### src/rtl/ara_pkg.sv
// Shared lane types plus the result-arbiter requester enumeration.
// The arbiter uses the optional macro VFU_ARB_TMAC_EN; the package itself is
// identical in both builds.
package ara_pkg;

    // Lane element and address types.
    typedef logic [31:0] elen_t;
    typedef logic [2:0]  vid_t;
    typedef logic [9:0]  vaddr_t;

    localparam int unsigned DataWidth = $bits(elen_t);
    typedef logic [DataWidth/8-1:0] strb_t;

    // Requester slots of the VRF write-port arbiter. The value is the bit
    // position in the request/grant vectors.
    typedef enum logic [1:0] {ArbAlu, ArbMfpu, ArbTmac} vfu_arb_req_e;
    localparam int unsigned NrVfuArbReq = 3;

endpackage

### src/rtl/vfu_arb_age_ctr.sv
// Saturating age counter for one arbiter requester. It counts the cycles in
// which the requester asks but loses. The requester is promoted once the count
// reaches MaxWait.
module vfu_arb_age_ctr #(
    parameter int unsigned MaxWait = 4
) (
    input  logic clk_i,
    input  logic rst_i,
    input  logic req,
    input  logic gnt,
    output logic promoted
);

    localparam int unsigned AgeW = $clog2(MaxWait + 1);
    localparam logic [AgeW-1:0] AgeMax = AgeW'(MaxWait);

    logic [AgeW-1:0] age;

    // Age while losing, hold at the ceiling, clear on grant or on withdrawal.
    always_ff @(posedge clk_i or posedge rst_i) begin
        if (rst_i) begin
            age <= '0;
        end else if (req && !gnt) begin
            if (age != AgeMax) begin
                age <= age + 1'b1;
            end
        end else begin
            age <= '0;
        end
    end

    assign promoted = (age == AgeMax);

endmodule

### src/rtl/vfu_result_arbiter.sv
// Shares one VRF write port between the ALU, MFPU and TMAC result streams.
// The fixed priority is MFPU > ALU > TMAC. A requester that has lost MaxWait
// cycles in a row is promoted above every requester that is not promoted.
// The winner is captured in a single-entry output stage.
// Optional macro VFU_ARB_TMAC_EN: when it is undefined, TMAC is left out of
// arbitration. The TMAC ports stay on the module.
//
// Handshake: each requester holds req and its payload stable until its gnt is
// high, and the transfer happens on that clock edge. The output stage presents
// wr_req_o with its payload until the VRF answers with wr_gnt_i; that cycle is
// the transfer. A capture in the same cycle reloads the stage.
module vfu_result_arbiter
    import ara_pkg::*;
#(
    parameter int unsigned MaxWait = 4
) (
    input  logic     clk_i,
    input  logic     rst_i,
    input  logic     alu_req_i,
    input  logic     mfpu_req_i,
    input  logic     tmac_req_i,
    input  vid_t     alu_id_i,
    input  vid_t     mfpu_id_i,
    input  vid_t     tmac_id_i,
    input  vaddr_t   alu_addr_i,
    input  vaddr_t   mfpu_addr_i,
    input  vaddr_t   tmac_addr_i,
    input  elen_t    alu_wdata_i,
    input  elen_t    mfpu_wdata_i,
    input  elen_t    tmac_wdata_i,
    input  strb_t    alu_be_i,
    input  strb_t    mfpu_be_i,
    input  strb_t    tmac_be_i,
    output logic     alu_gnt_o,
    output logic     mfpu_gnt_o,
    output logic     tmac_gnt_o,
    output logic     wr_req_o,
    output vid_t     wr_id_o,
    output vaddr_t   wr_addr_o,
    output elen_t    wr_wdata_o,
    output strb_t    wr_be_o,
    input  logic     wr_gnt_i,
    output logic     busy_o
);

    logic [NrVfuArbReq-1:0] req;
    logic [NrVfuArbReq-1:0] prom;
    logic [NrVfuArbReq-1:0] hot;
    logic [NrVfuArbReq-1:0] pool;
    logic [NrVfuArbReq-1:0] gnt;
    logic                   can_accept;
    logic                   valid;
    vid_t                   sel_id;
    vaddr_t                 sel_addr;
    elen_t                  sel_wdata;
    strb_t                  sel_be;

    assign req[ArbAlu]  = alu_req_i;
    assign req[ArbMfpu] = mfpu_req_i;

    vfu_arb_age_ctr #(.MaxWait(MaxWait)) i_age_alu (
        .clk_i    (clk_i),
        .rst_i    (rst_i),
        .req      (req[ArbAlu]),
        .gnt      (gnt[ArbAlu]),
        .promoted (prom[ArbAlu])
    );

    vfu_arb_age_ctr #(.MaxWait(MaxWait)) i_age_mfpu (
        .clk_i    (clk_i),
        .rst_i    (rst_i),
        .req      (req[ArbMfpu]),
        .gnt      (gnt[ArbMfpu]),
        .promoted (prom[ArbMfpu])
    );

`ifdef VFU_ARB_TMAC_EN
    assign req[ArbTmac] = tmac_req_i;

    vfu_arb_age_ctr #(.MaxWait(MaxWait)) i_age_tmac (
        .clk_i    (clk_i),
        .rst_i    (rst_i),
        .req      (req[ArbTmac]),
        .gnt      (gnt[ArbTmac]),
        .promoted (prom[ArbTmac])
    );
`else
    // TMAC never competes; its request is deliberately unused.
    logic unused_tmac_req;
    assign unused_tmac_req = tmac_req_i;
    assign req[ArbTmac]    = 1'b0;
    assign prom[ArbTmac]   = 1'b0;
`endif

    // A promoted requester is only live while it still asks. If nobody is
    // promoted, every requester competes on base priority.
    assign hot        = req & prom;
    assign pool       = (|hot) ? hot : req;
    assign can_accept = !valid || wr_gnt_i;

    // Pick one winner from the pool using base priority. There is no grant
    // while the stage is full.
    always_comb begin
        gnt = '0;
        if (can_accept) begin
            if (pool[ArbMfpu]) begin
                gnt[ArbMfpu] = 1'b1;
            end else if (pool[ArbAlu]) begin
                gnt[ArbAlu] = 1'b1;
            end else if (pool[ArbTmac]) begin
                gnt[ArbTmac] = 1'b1;
            end
        end
    end

    assign alu_gnt_o  = gnt[ArbAlu];
    assign mfpu_gnt_o = gnt[ArbMfpu];
    assign tmac_gnt_o = gnt[ArbTmac];

    // Steer the winner's payload. The grant selects it, so the payload never
    // feeds back into the grant.
    always_comb begin
        sel_id    = alu_id_i;
        sel_addr  = alu_addr_i;
        sel_wdata = alu_wdata_i;
        sel_be    = alu_be_i;
        if (gnt[ArbMfpu]) begin
            sel_id    = mfpu_id_i;
            sel_addr  = mfpu_addr_i;
            sel_wdata = mfpu_wdata_i;
            sel_be    = mfpu_be_i;
        end else if (gnt[ArbTmac]) begin
            sel_id    = tmac_id_i;
            sel_addr  = tmac_addr_i;
            sel_wdata = tmac_wdata_i;
            sel_be    = tmac_be_i;
        end
    end

    // Output stage: capture the winner (this also reloads on a drain), else
    // drain when the VRF takes the word.
    always_ff @(posedge clk_i or posedge rst_i) begin
        if (rst_i) begin
            valid      <= 1'b0;
            wr_id_o    <= '0;
            wr_addr_o  <= '0;
            wr_wdata_o <= '0;
            wr_be_o    <= '0;
        end else if (|gnt) begin
            valid      <= 1'b1;
            wr_id_o    <= sel_id;
            wr_addr_o  <= sel_addr;
            wr_wdata_o <= sel_wdata;
            wr_be_o    <= sel_be;
        end else if (wr_gnt_i) begin
            valid      <= 1'b0;
        end
    end

    assign wr_req_o = valid;
    assign busy_o   = valid || (|req);

endmodule

### config.mk
export PLATFORM = sky130hd
export DESIGN_NAME = vfu_result_arbiter
export DESIGN_NICKNAME = d
export VERILOG_FILES = /design/src/rtl/ara_pkg.sv /design/src/rtl/vfu_arb_age_ctr.sv /design/src/rtl/vfu_result_arbiter.sv
export SDC_FILE = /design/constraint.sdc
export NUM_CORES = 1
export LEC_CHECK = 0
export ABC_AREA = 1
export CAP_MARGIN = 30
export CORE_ASPECT_RATIO = 1.2
export CORE_MARGIN = 10
export CORE_UTILIZATION = 37
export CTS_CLUSTER_DIAMETER = 100
export DETAILED_ROUTE_END_ITERATION = 8
export PLACE_DENSITY = 0.82
export SLEW_MARGIN = 20
export SYNTH_ARGS = -nofsm -noshare
export SYNTH_HDL_FRONTEND = slang
export SYNTH_SLANG_ARGS = --single-unit
### constraint.sdc
create_clock -name clk_i -period 1.8 [get_ports clk_i]
set_clock_uncertainty 0.05 [all_clocks]
set_input_delay 0.18 -clock clk_i [delete_from_list [all_inputs] [get_ports clk_i]]
set_output_delay 0.18 -clock clk_i [all_outputs]
set_load 0.02 [all_outputs]
# After elaboration in Yosys (flattened, before gate mapping)
# Cells that the tools add are included.
op_classes:
  reduce_logical: 11
  addsub: 2
  bitwise_logic: 1
  mux: 22
  eq_ne: 6
op_table:
  columns: ["op", "count"]
  rows:
  - ["32-bit two-way mux", 2]
  - ["3-bit two-way mux", 7]
  - ["10-bit two-way mux", 2]
  - ["1-bit two-way mux", 8]
  - ["4-bit two-way mux", 2]
  - ["3-bit by 1-bit adder with 3-bit output (second input constant)", 2]
  - ["3-bit == test (second input constant)", 2]
  - ["3-bit inequality test (second input constant)", 2]
  - ["3-bit OR reduction", 2]
  - ["2-bit inequality test (second input constant)", 2]
  - ["1-bit zero test", 3]
  - ["2-bit AND", 1]
  - ["1-bit logical AND", 2]
  - ["1-bit logical OR", 2]
  - ["2-bit two-way mux", 1]
  - ["2-bit nonzero test", 1]
  - ["2-bit OR reduction", 1]
word_totals:
  word_cells: 49
  regBits: 56
  input_bits: 153

# Depth between registers and ports, before layout
logic_depth:
  ltp_word: 10
  mapped_depth: 10
  ltp_nobuf: 9

# By module
# From an unflattened synthesis, not the netlist that was laid out.
hier_totals:
  cells_unflattened: 555
  hier_area_um2: 3849.9
modules_own_cells:
  columns: ["module", "n_inst", "cells_per_inst", "area_per_inst_um2"]
  rows:
  - ["vfu_result_arbiter", 1, 499, 3442.1]
  - ["vfu_arb_age_ctr", 2, 28, 203.9]

# Worst setup path before layout
# OpenSTA, ideal clock, no wires.
synth_timing:
  kind: "register to output"
  start: "reg i_age_alu.age[0]"
  end: "out alu_gnt_o"
  path_slack_ns: 0.280
  arrival_time_ns: 1.290
  path_stages_with_launch: 10
  cell_sequence: "dfrtp_1 inv_1 ha_1 nand2_2 nor2_1 nand2_2 buf_2 nand2_1 nand2_1 inv_1"
synth_via:
  elab_chain_len: 7
synth_lines:
  columns: ["element", "line_no", "rtl"]
  rows:
  - ["start: declaration", "vfu_arb_age_ctr.sv:17", "logic [AgeW-1:0] age;"]
  - ["start signal: assignment", "vfu_arb_age_ctr.sv:25", "age <= age + 1'b1;"]
  - ["3-bit == test (*)", "vfu_arb_age_ctr.sv:32", "assign promoted = (age == AgeMax);"]
  - ["2-bit AND (*)", "vfu_result_arbiter.sv:97", "assign hot = req & prom;"]
  - ["3-bit OR reduction", "vfu_result_arbiter.sv:98", "assign pool = (|hot) ? hot : req;"]
  - ["2-bit two-way mux (*)", "vfu_result_arbiter.sv:98", null]
  - ["1-bit two-way mux", "vfu_result_arbiter.sv:108", "end else if (pool[ArbAlu]) begin"]
  - ["1-bit two-way mux (*)", "vfu_result_arbiter.sv:106", "if (pool[ArbMfpu]) begin"]
  - ["3-bit two-way mux (*)", "vfu_result_arbiter.sv:105", "if (can_accept) begin"]
  - ["end: declaration", "vfu_result_arbiter.sv:34", "output logic alu_gnt_o,"]
# Every way passes the cells marked *; elsewhere a longest branch is shown, timed or not.

# Final worst setup path
# Ends and elaborated chain as after synthesis.

==> flow_summary.json <==
{
  "netlist_top_cells_area": "dfrtp_1 (44%), nand2_1 (29%), nand4_1 (9.5%)",
  "cts_tree": "built",
  "first_pass_iters": 4,
  "die_area_um2": 12800,
  "max-vdd-ir-drop_mv": 0.358,
  "relSlewSlack_pct": 65.9,
  "rsz0062_at_grt": "false",
  "ant_nets": 0,
  "grt_pass1_vias": 3614,
  "synth.avg_cell_area_um2": 6.69,
  "clock_latency_ns": 0.31,
  "startpoint": "i_age_alu.age[0]$_DFFE_PP0P_",
  "antenna_found_initial": 0,
  "power_density_nw_per_um2": 770,
  "finalCritPeriodShare_pct": 94.2,
  "root_buffer": "clkbuf_8",
  "ys.warnings.count": 0,
  "cp_max_fo": 3,
  "overflow": 0,
  "maxCapViolCount": 0,
  "end_kind": "output pin",
  "setup_viol": 0,
  "drt_wl_total_um": 10800,
  "layout-drive-gt1-share_pct": 8.19,
  "synth_compound_area_share_pct": 0.777,
  "synth_area_um2": 3220,
  "n_antenna_cell": 0,
  "post-route-min-period_ns": 1.70,
  "clk_pin_slew_ns": 0.11,
  "startpoint_type": "flip-flop",
  "routabilityCongestion": 0.775,
  "synth_xor_area_share_pct": 0.816,
  "worstRegToRegCells": 11,
  "arrival_ns": 1.47,
  "fin_nets": 791,
  "ys_types": 19,
  "crit_type": "reg2out",
  "synth_top_family_by_area": "simple AND/OR/NAND/NOR gates",
  "io_pins": 207,
  "slew_violations": 0,
  "synth_simple_gate_area_share_pct": 41.2,
  "fp-row-count": 37,
  "final_util_pct": 60.0,
  "synthesis.nets": 638,
  "track_usage_pct": 16.3,
  "die_w_um": 105,
  "timing.rr.start": "i_age_alu.age[0]$_DFFE_PP0P_",
  "core_um2": 8520,
  "fin_total_pwr_mw": 3.93,
  "dp_hpwl_um": 8140,
  "hold_viol": 0,
  "grt_pass1_wl_um": 17400,
  "grt_max_degree": 57,
  "yosysTopAreaCellShare_pct": 43.5,
  "synth-seq-cells": 56,
  "muxShareOfSynthArea_pct": 0,
  "netlist_instances": 481,
  "synth_fa_ha_area_share_pct": 1.55,
  "cts_htree_levels": 2,
  "clockBufferDepth": 2,
  "fmax_ghz": 0.590,
  "wire_per_inst_um": 14.3,
  "syn_to_final_growth_pct": 58.7,
  "drtIter0Drc": 110,
  "outcome": "complete, no violations",
  "drc": 0,
  "hold_path.class": "in2async",
  "yosysTopAreaCell": "dfrtp_1",
  "worst_pin_slew_ns": 0.512,
  "required_ns": 1.57,
  "leakagePower_nw": 2.66,
  "port_buffers": 155,
  "die_h_um": 122,
  "numCtsBuffers": 5,
  "clock-sinks": 56,
  "yosysSeqAreaShare_pct": 43.5,
  "start_util_pct": 37.8,
  "ctsHoldBuffers": 0,
  "vias_per_cell": 4.65,
  "dr_total_vias": 3497
}
[routing by layer]
layer	GRT usage (%)	routed length [um]	part of all wire (%)	vias up
met5	0	0	0	-
met4	4.04	180	1.7	0
met3	5.44	722	6.7	17
met2	29.4	5400	50	115
met1	18.1	4460	41	1602
li1	-	-	-	1763
[state kept, by name, summed over array words and instances (netlist names)]
register,flops
i_age_mfpu.age,3
i_age_alu.age,3
wr_req_o,1
wr_wdata_o,32
wr_be_o,4
wr_id_o,3
wr_addr_o,10
[critical path: stages (launching register included)]
cell	delay (ns)
dfrtp_1	0.40
inv_2	0.09
ha_4	0.13
nand2_2	0.06
nor2_2	0.12
nand2_2	0.09
nand2_2	0.07
nand2_2	0.05
inv_2	0.05
buf_6	0.11
[cells in the mapped netlist (all sizes together)]
| cell type | instances |
|---|---|
| a21oi | 1 |
| buf | 23 |
| clkbuf | 9 |
| clkinv | 2 |
| conb | 1 |
| dfrtp | 56 |
| ha | 4 |
| inv | 61 |
| nand2 | 256 |
| nand3 | 1 |
| nand4 | 49 |
| nor2 | 11 |
| o21ai | 4 |
| xor2 | 3 |
[placed cells by master (no fill, tap or decap)]
master,instances
nand2_2,5
o21ai_0,3
conb_1,1
clkinv_1,1
dlymetal6s2s_1,1
nor2_2,1
nor2_1,9
clkdlybuf4s50_1,151
inv_1,54
buf_6,2
xor2_1,3
buf_4,19
nand3_2,1
nand2_1,251
nor2_4,1
clkinvlp_4,2
o21ai_4,1
ha_1,3
dfrtp_1,56
ha_4,1
buf_2,1
nand4_1,49
clkbuf_4,1
a21oi_1,1
buf_12,3
inv_2,8
clkbuf_8,5
clkinv_4,1
[per-stage QoR]
step	cells	setup slack, ns	hold slack, ns	cell area [um^2]	TNS, ns
after floorplan	481	0.199	0.288	3220	0
after global placement	742	-0.150	0.410	4980	-0.172
after detailed placement	742	-0.178	0.414	4980	-1.44
after CTS	750	0.00359	0.215	5060	0
after global routing	752	0.00311	0.216	5110	0
final	752	0.104	0.186	5110	0
[path summary, 6_finish.rpt]
check | to | slack, ns
setup / recovery | alu_gnt_o | 0.10
hold / removal | wr_wdata_o[17]$_DFFE_PP0P_ | 0.19
setup reg to reg | wr_be_o[1]$_DFFE_PP0P_ | 0.14
hold reg to reg | wr_wdata_o[15]$_DFFE_PP0P_ | 0.43
max in group asynchronous | wr_wdata_o[19]$_DFFE_PP0P_ | 1.23
min in group clk_i | i_age_alu.age[1]$_DFFE_PP0P_ | 0.39
[cells by family (layout without fill, tap and decap cells)]
group                      after synthesis  in the layout
other                                    1              1
and+or+nand+nor                        317            317
AOI/OAI and AO/OA                        5              5
xor gates and xnor gates                 3              3
DFF                                     56             56
adders and majority gates                4              4
buffers and inverters                   95            249
[area by class of cell]
type                            instances  area, um^2
Sequential cell                        56        1400
Clock inverter                          3        23.8
Inverter                               63         236
Clock buffer                            5        68.8
Multi-Input combinational cell        330        1470
Timing Repair Buffer                  178        1760
Tap cell                              117         146
Fill cell                             781        3410
[power by group]
group	leakage, nW	switching [mW]	internal (mW)
logic	1.96	0.855	0.788
clock network	0.0404	0.424	0.277
registers	0.653	0.119	1.47
total	2.66	1.40	2.53
[repair_timing]
| action | CTS | global route |
|---|---|---|
| endpoints found under the setup margin | 2 | 29 |
| pin swaps | 0 | 2 |
| buffers inserted | 0 | 2 |
| gates resized for setup | 8 | 14 |
Note: power is estimated with default switching activity, not from simulation.
